<file path="src/rtl/ycr_memif_wb_bridge_if.sv">
// Bus bundles for the ycr memory-request port and the Wishbone B4 master port.
// master = side that initiates requests on that bus, slave = side that answers them.
interface ycr_mem_if #(
    parameter int AW  = 32,
    parameter int DW  = 32,
    parameter int BLW = 3
) ();
    logic           mem_req;
    logic           mem_req_ack;
    logic           mem_cmd;
    logic [1:0]     mem_width;
    logic [AW-1:0]  mem_addr;
    logic [BLW-1:0] mem_bl;
    logic [DW-1:0]  mem_wdata;
    logic [DW-1:0]  mem_rdata;
    logic [1:0]     mem_resp;

    modport master (
        output mem_req, mem_cmd, mem_width, mem_addr, mem_bl, mem_wdata,
        input  mem_req_ack, mem_rdata, mem_resp
    );
    modport slave (
        input  mem_req, mem_cmd, mem_width, mem_addr, mem_bl, mem_wdata,
        output mem_req_ack, mem_rdata, mem_resp
    );
endinterface

interface ycr_wb_if #(
    parameter int AW = 32,
    parameter int DW = 32
) ();
    logic          wbm_cyc_o;
    logic          wbm_stb_o;
    logic          wbm_we_o;
    logic [AW-1:0] wbm_adr_o;
    logic [3:0]    wbm_sel_o;
    logic [DW-1:0] wbm_dat_o;
    logic [2:0]    wbm_cti_o;
    logic [DW-1:0] wbm_dat_i;
    logic          wbm_ack_i;
    logic          wbm_err_i;

    modport master (
        output wbm_cyc_o, wbm_stb_o, wbm_we_o, wbm_adr_o, wbm_sel_o, wbm_dat_o, wbm_cti_o,
        input  wbm_dat_i, wbm_ack_i, wbm_err_i
    );
    modport slave (
        input  wbm_cyc_o, wbm_stb_o, wbm_we_o, wbm_adr_o, wbm_sel_o, wbm_dat_o, wbm_cti_o,
        output wbm_dat_i, wbm_ack_i, wbm_err_i
    );
endinterface

</file>
<file path="src/rtl/ycr_memif_wb_bridge.sv">
// ycr memory-request to Wishbone B4 master (single + incrementing read bursts); cyc/stb one cycle after accept,
// response one cycle after ack/err/timeout; one request in flight, mem_req_ack held low while BUSY.
module ycr_memif_wb_bridge #(
    parameter int AW      = 32,
    parameter int DW      = 32,
    parameter int BLW     = 3,
    parameter int TIMEOUT = 255
) (
    input  logic        clk,
    input  logic        rst_n,
    ycr_mem_if.slave    mem,
    ycr_wb_if.master    wbm
);

    localparam int TW = (TIMEOUT > 0) ? $clog2(TIMEOUT + 1) : 1;

    typedef enum logic {IDLE, BUSY} state_t;

    state_t         state_q, state_d;
    logic           cmd_q;
    logic [1:0]     width_q;
    logic [AW-1:0]  addr_q;
    logic [BLW-1:0] bl_q;
    logic [BLW-1:0] beat_q;
    logic [DW-1:0]  wdata_q;
    logic [TW-1:0]  tcnt_q;
    logic [1:0]     resp_q, resp_d;
    logic [DW-1:0]  rdata_q;

    logic           busy;
    logic           accept;
    logic           beat_ok;
    logic           rdata_ld;
    logic           last_beat;
    logic           timeout_hit;
    logic [BLW-1:0] bl_in;
    logic [3:0]     sel_single;

    assign busy      = (state_q == BUSY);
    assign last_beat = (beat_q == bl_q - BLW'(1));
    // Writes are always single-beat; a zero length still means one beat.
    assign bl_in     = (mem.mem_cmd || (mem.mem_bl == '0)) ? BLW'(1) : mem.mem_bl;
    assign timeout_hit = (TIMEOUT != 0) && (tcnt_q == TW'(TIMEOUT));

    always_ff @(posedge clk or negedge rst_n) begin
        if (!rst_n) state_q <= IDLE;
        else        state_q <= state_d;
    end

    always_comb begin
        state_d  = state_q;
        accept   = 1'b0;
        beat_ok  = 1'b0;
        rdata_ld = 1'b0;
        resp_d   = 2'b00;
        case (state_q)
            IDLE: begin
                if (mem.mem_req) begin
                    accept  = 1'b1;
                    state_d = BUSY;
                end
            end
            BUSY: begin
                // err beats ack; a timeout only fires when the slave stays silent
                if (wbm.wbm_err_i || (timeout_hit && !wbm.wbm_ack_i)) begin
                    resp_d  = 2'b10;
                    state_d = IDLE;
                end else if (wbm.wbm_ack_i) begin
                    beat_ok  = 1'b1;
                    rdata_ld = !cmd_q;
                    resp_d   = last_beat ? 2'b11 : 2'b01;
                    if (last_beat) state_d = IDLE;
                end
            end
            default: state_d = IDLE;
        endcase
    end

    always_ff @(posedge clk or negedge rst_n) begin
        if (!rst_n) begin
            cmd_q   <= 1'b0;
            width_q <= 2'b00;
            addr_q  <= '0;
            bl_q    <= BLW'(1);
            wdata_q <= '0;
        end else if (accept) begin
            cmd_q   <= mem.mem_cmd;
            width_q <= mem.mem_width;
            addr_q  <= mem.mem_addr;
            bl_q    <= bl_in;
            wdata_q <= mem.mem_wdata;
        end
    end

    always_ff @(posedge clk or negedge rst_n) begin
        if (!rst_n) begin
            beat_q <= '0;
            tcnt_q <= '0;
        end else if (accept) begin
            beat_q <= '0;
            tcnt_q <= '0;
        end else if (beat_ok) begin
            beat_q <= beat_q + BLW'(1);
            tcnt_q <= '0;
        end else if (busy && (TIMEOUT != 0) && !timeout_hit) begin
            tcnt_q <= tcnt_q + TW'(1);
        end
    end

    always_ff @(posedge clk or negedge rst_n) begin
        if (!rst_n) begin
            resp_q  <= 2'b00;
            rdata_q <= '0;
        end else begin
            resp_q <= resp_d;
            if (rdata_ld) rdata_q <= wbm.wbm_dat_i;
        end
    end

    always_comb begin
        sel_single = 4'hF;
        case (width_q)
            2'b00:   sel_single = 4'b0001 << addr_q[1:0];
            2'b01:   sel_single = 4'b0011 << {addr_q[1], 1'b0};
            default: sel_single = 4'hF;
        endcase
    end

    assign mem.mem_req_ack = (state_q == IDLE) && mem.mem_req;
    assign mem.mem_resp    = resp_q;
    assign mem.mem_rdata   = rdata_q;

    assign wbm.wbm_cyc_o = busy;
    assign wbm.wbm_stb_o = busy;
    assign wbm.wbm_we_o  = busy && cmd_q;
    assign wbm.wbm_adr_o = busy ? ({addr_q[AW-1:2], 2'b00} + (AW'(beat_q) << 2)) : '0;
    assign wbm.wbm_sel_o = !busy ? 4'h0 : ((bl_q == BLW'(1)) ? sel_single : 4'hF);
    assign wbm.wbm_dat_o = busy ? wdata_q : '0;
    assign wbm.wbm_cti_o = (!busy || (bl_q == BLW'(1))) ? 3'b000 :
                           (last_beat ? 3'b111 : 3'b010);

endmodule

</file>
<file path="src/flat_wrapper.sv">
// flat-port wrapper written by rule: the top's interface ports become plain ports
module ycr_memif_wb_bridge_flat 
#(
    parameter int AW      = 32,
    parameter int DW      = 32,
    parameter int BLW     = 3,
    parameter int TIMEOUT = 255
)
  (clk, rst_n, mem_mem_req, mem_mem_cmd, mem_mem_width, mem_mem_addr, mem_mem_bl, mem_mem_wdata, mem_mem_req_ack, mem_mem_rdata, mem_mem_resp, wbm_wbm_cyc_o, wbm_wbm_stb_o, wbm_wbm_we_o, wbm_wbm_adr_o, wbm_wbm_sel_o, wbm_wbm_dat_o, wbm_wbm_cti_o, wbm_wbm_dat_i, wbm_wbm_ack_i, wbm_wbm_err_i);
  ycr_mem_if #(.AW(AW), .DW(DW), .BLW(BLW)) mem_i ();
  ycr_wb_if #(.AW(AW), .DW(DW)) wbm_i ();
  input  logic clk;
  input  logic rst_n;
  input wire logic [$bits(mem_i.mem_req)-1:0] mem_mem_req;
  input wire logic [$bits(mem_i.mem_cmd)-1:0] mem_mem_cmd;
  input wire logic [$bits(mem_i.mem_width)-1:0] mem_mem_width;
  input wire logic [$bits(mem_i.mem_addr)-1:0] mem_mem_addr;
  input wire logic [$bits(mem_i.mem_bl)-1:0] mem_mem_bl;
  input wire logic [$bits(mem_i.mem_wdata)-1:0] mem_mem_wdata;
  output wire logic [$bits(mem_i.mem_req_ack)-1:0] mem_mem_req_ack;
  output wire logic [$bits(mem_i.mem_rdata)-1:0] mem_mem_rdata;
  output wire logic [$bits(mem_i.mem_resp)-1:0] mem_mem_resp;
  output wire logic [$bits(wbm_i.wbm_cyc_o)-1:0] wbm_wbm_cyc_o;
  output wire logic [$bits(wbm_i.wbm_stb_o)-1:0] wbm_wbm_stb_o;
  output wire logic [$bits(wbm_i.wbm_we_o)-1:0] wbm_wbm_we_o;
  output wire logic [$bits(wbm_i.wbm_adr_o)-1:0] wbm_wbm_adr_o;
  output wire logic [$bits(wbm_i.wbm_sel_o)-1:0] wbm_wbm_sel_o;
  output wire logic [$bits(wbm_i.wbm_dat_o)-1:0] wbm_wbm_dat_o;
  output wire logic [$bits(wbm_i.wbm_cti_o)-1:0] wbm_wbm_cti_o;
  input wire logic [$bits(wbm_i.wbm_dat_i)-1:0] wbm_wbm_dat_i;
  input wire logic [$bits(wbm_i.wbm_ack_i)-1:0] wbm_wbm_ack_i;
  input wire logic [$bits(wbm_i.wbm_err_i)-1:0] wbm_wbm_err_i;
  assign mem_i.mem_req = mem_mem_req;
  assign mem_i.mem_cmd = mem_mem_cmd;
  assign mem_i.mem_width = mem_mem_width;
  assign mem_i.mem_addr = mem_mem_addr;
  assign mem_i.mem_bl = mem_mem_bl;
  assign mem_i.mem_wdata = mem_mem_wdata;
  assign mem_mem_req_ack = mem_i.mem_req_ack;
  assign mem_mem_rdata = mem_i.mem_rdata;
  assign mem_mem_resp = mem_i.mem_resp;
  assign wbm_wbm_cyc_o = wbm_i.wbm_cyc_o;
  assign wbm_wbm_stb_o = wbm_i.wbm_stb_o;
  assign wbm_wbm_we_o = wbm_i.wbm_we_o;
  assign wbm_wbm_adr_o = wbm_i.wbm_adr_o;
  assign wbm_wbm_sel_o = wbm_i.wbm_sel_o;
  assign wbm_wbm_dat_o = wbm_i.wbm_dat_o;
  assign wbm_wbm_cti_o = wbm_i.wbm_cti_o;
  assign wbm_i.wbm_dat_i = wbm_wbm_dat_i;
  assign wbm_i.wbm_ack_i = wbm_wbm_ack_i;
  assign wbm_i.wbm_err_i = wbm_wbm_err_i;
  ycr_memif_wb_bridge #(.AW(AW), .DW(DW), .BLW(BLW), .TIMEOUT(TIMEOUT)) u_core (.clk(clk), .rst_n(rst_n), .mem(mem_i), .wbm(wbm_i));
endmodule
</file>
<file path="config.mk">
export PLATFORM = sky130hd
export DESIGN_NAME = ycr_memif_wb_bridge_flat
export DESIGN_NICKNAME = d
export VERILOG_FILES = /design/src/rtl/ycr_memif_wb_bridge_if.sv /design/src/rtl/ycr_memif_wb_bridge.sv /design/src/flat_wrapper.sv
export SDC_FILE = /design/constraint.sdc
export NUM_CORES = 1
export LEC_CHECK = 0
export CORE_MARGIN = 3
export CORE_UTILIZATION = 40
export DETAILED_ROUTE_END_ITERATION = 12
export PLACE_DENSITY = 0.74
export SLEW_MARGIN = 20
export SYNTH_ARGS = -nofsm -noshare
export SYNTH_HDL_FRONTEND = slang
export SYNTH_SLANG_ARGS = --single-unit
</file>
<file path="constraint.sdc">
create_clock -name clk -period 2.54 [get_ports clk]
set_input_delay 0.762 -clock clk [delete_from_list [all_inputs] [get_ports clk]]
set_output_delay 0.762 -clock clk [all_outputs]
set_load 0.05 [all_outputs]
</file>
==> qor.csv <==
metric,value,unit
numCtsBuffers,17,
die-area,0.0159,mm^2
yosys_warnings,0,
diodes,0,
fin_crit,3430,ps
synth_most_common_cell,nand2_1,
synth_area_leader_cell,dfrtp_1,
final-hold-violation-count,0,
peakVddDrop,823,uV
min_period_over_period,135,%
p_seq_share,23.6,%
pin_count,216,
synth_edf_count,0,
final_area,0.0105,mm^2
finalPower,12.8,mW
failed_checks,setup timing,
async_flop_share,100,%
synth_cell_type_count,49,
power.density,1230,mW/mm^2
maxSlewHeadroom,47.4,%
coreArea,0.0140,mm^2
track_usage,23.3,%
synthTopCellsByArea,"dfrtp_1 50%, nand2_1 14%, mux2_2 6.2%",
cts_tree,built,
postRouteWirelength,18200,um
p_int,7.29,mW
setup_viol,30,
worst_setup_path_start_kind,flip-flop,
clk_pin_slew,60,ps
dpl-instance-area,0.00957,mm^2
clock_skew,8.18,ps
vias_per_cell,5.12,
place_ws,-483,ps
grt_pass1_wl,29900,um
leakagePower,4.58,nW
gp_congestion,0.854,
comb_power_share,57.8,%
root_buffer,clkbuf_16,
grt_setup_unrepaired,yes,
first_pass_iters,4,
syn_area,0.00577,mm^2
die_height,126,um
critPathKind,reg2out,
n_fill_cell,966,
multi_input_area,0.00326,mm^2
synth-seq-cells,116,
htree_num_levels,4,
slew_violations,0,
synthCells,623,
maxCapViolations,0,
synth-main-ff-cell,dfrtp_1,
hold_path.class,in2async,
switching_share,43.3,%
ctsHoldBuffers,0,
whs,363,ps
clk_latency,410,ps
syn2layout_area_growth,81.5,%
wl_per_cell,16.9,um
antenna_found_initial,1,
synth_common_cells,"213 x nand2_1, 115 x dfrtp_1, 36 x and2_1, 32 x mux2_2, 22 x nor2_1",
crit_fanout,7,
critPathCaptureType,primary output,
num_vias,5540,
cts_buffer_depth,2,
finalWorstSetupSlack,-890,ps
tightest_slew,790,ps
grt.overflow.total,0,
clkSinkCount,116,
avgSynthCellArea,9.26,um^2
reg2reg_setup_slack,500,ps
yosysTopAreaCellShare,49.9,%
yosysSeqAreaShare,50.3,%
drive_gt1_share,32.7,%
drc,0,
num_rows,43,
die_x,126,um
final_util,74.9,%
antenna_left,0,
drtIter0Drc,297,
grt_max_degree,77,
p_clk_share,18.6,%
status,"finished, violations left",
port_buffers,213,
dp_hpwl,13100,um
start_util,41.2,%
fmax,0.292,GHz
seq_area,0.00291,mm^2
nets,1005,
p_sw,5.56,mW
critPathRequiredTime,1780,ps
arrival,2670,ps
grt_pass1_vias,6040,
[power by group through the flow]
stage	combinational, mW	sequential (mW)	clock [mW]
after CTS	7.40	3.03	2.42
final	7.43	3.04	2.39
after global placement	7.10	2.97	0
after global routing	7.80	3.12	2.52
after floorplan	2.99	3.95	0
after detailed placement	7.23	3.03	0
[layout by cell type (no fill, tap or decap), types with 4 or more instances in the layout]
master,netlist,routed
xor2_1,12,9
nand4_1,7,7
clkdlybuf4s50_1,0,139
o21ai_0,16,13
o211ai_1,4,4
inv_1,10,7
nor4_4,0,4
mux2_2,32,32
mux2i_4,0,4
o31ai_1,13,10
nand2_1,213,212
xnor2_1,6,5
nor2_4,0,6
clkinvlp_4,0,4
a21oi_4,0,15
clkbuf_16,0,17
and2_1,36,35
or3_4,0,5
nor2_1,22,10
nand2b_1,6,5
nand3b_1,4,4
nand3_1,10,10
a21oi_2,0,5
or4_4,0,10
nor2_2,0,6
buf_12,0,79
dfrtp_1,115,114
buf_4,4,59
[critical path, stage by stage, from the launching register on]
cell	delay, ps
dfrtp_1	360
ha_2	210
inv_2	50
fa_2	330
and2b_2	270
buf_4	130
o2111ai_4	170
or3_4	430
a21oi_4	160
buf_12	150
[routing by layer]
metal	track usage, %	share of wire (%)	vias up
met5	0	0.071	-
met4	8.45	2.1	2
met3	7.89	8.5	35
met2	40.0	50	212
met1	27.1	39	2686
li1	-	-	2605
[layout make-up]
type	count	area share, %
multi-input combinational	464	31.1
tap	180	2.15
sequential	116	27.7
clock buffer	18	4.10
timing repair buffer	280	33.0
inverter	11	0.418
clock inverter	13	1.54
[cell families (layout without fill, tap and decap cells)]
| logic type | after synthesis | in the layout | share of synthesized area, % |
|---|---|---|---|
| adders and majority gates | 8 | 8 | 1.87 |
| DFF | 116 | 116 | 50.3 |
| muxes | 37 | 37 | 7.11 |
| buffers and inverters | 45 | 322 | 3.73 |
| other | 1 | 2 | 0.0650 |
| xor gates and xnor gates | 19 | 19 | 3.12 |
| and+or+nand+nor | 334 | 334 | 26.8 |
| AOI/OAI and AO/OA | 63 | 64 | 6.96 |
[path summary, 6_finish.rpt]
check                                      from                  endpoint  depth (start not counted)
setup / recovery               u_core.beat_q[0]         wbm_wbm_adr_o[22]                          9
hold / removal                            rst_n  u_core.mem.mem_rdata[26]                          1
setup reg to reg           u_core.wbm.wbm_cyc_o          u_core.addr_q[3]                          5
hold reg to reg              u_core.wdata_q[23]        u_core.wdata_q[23]                          2
max in group asynchronous                 rst_n            u_core.bl_q[0]                          2
min in group clk             u_core.wdata_q[23]        u_core.wdata_q[23]                          2
[flip-flops by register name, summed over array words and instances, names as in the netlist]
| register | flops |
|---|---|
| u_core.addr_q | 32 |
| u_core.beat_q | 3 |
| u_core.bl_q | 3 |
| u_core.cmd_q | 1 |
| u_core.mem.mem_rdata | 32 |
| u_core.mem.mem_resp | 2 |
| u_core.tcnt_q | 8 |
| u_core.wbm.wbm_cyc_o | 1 |
| u_core.wdata_q | 32 |
| u_core.width_q | 2 |
[per-stage QoR]
step / instances / TNS, ps
finish: 1082 / -19000
floorplan: 624 / -5280
global placement: 1042 / -5570
global route: 1082 / -21930
detailed placement: 1042 / -6810
CTS: 1078 / -18840
[what timing repair did]
action	CTS	global route
setup buffers	4	4
gates resized for setup	34	18
setup endpoints to repair	34	58
pin swaps	12	8
cloned	1	0
Power figures use the tool's default switching activity.
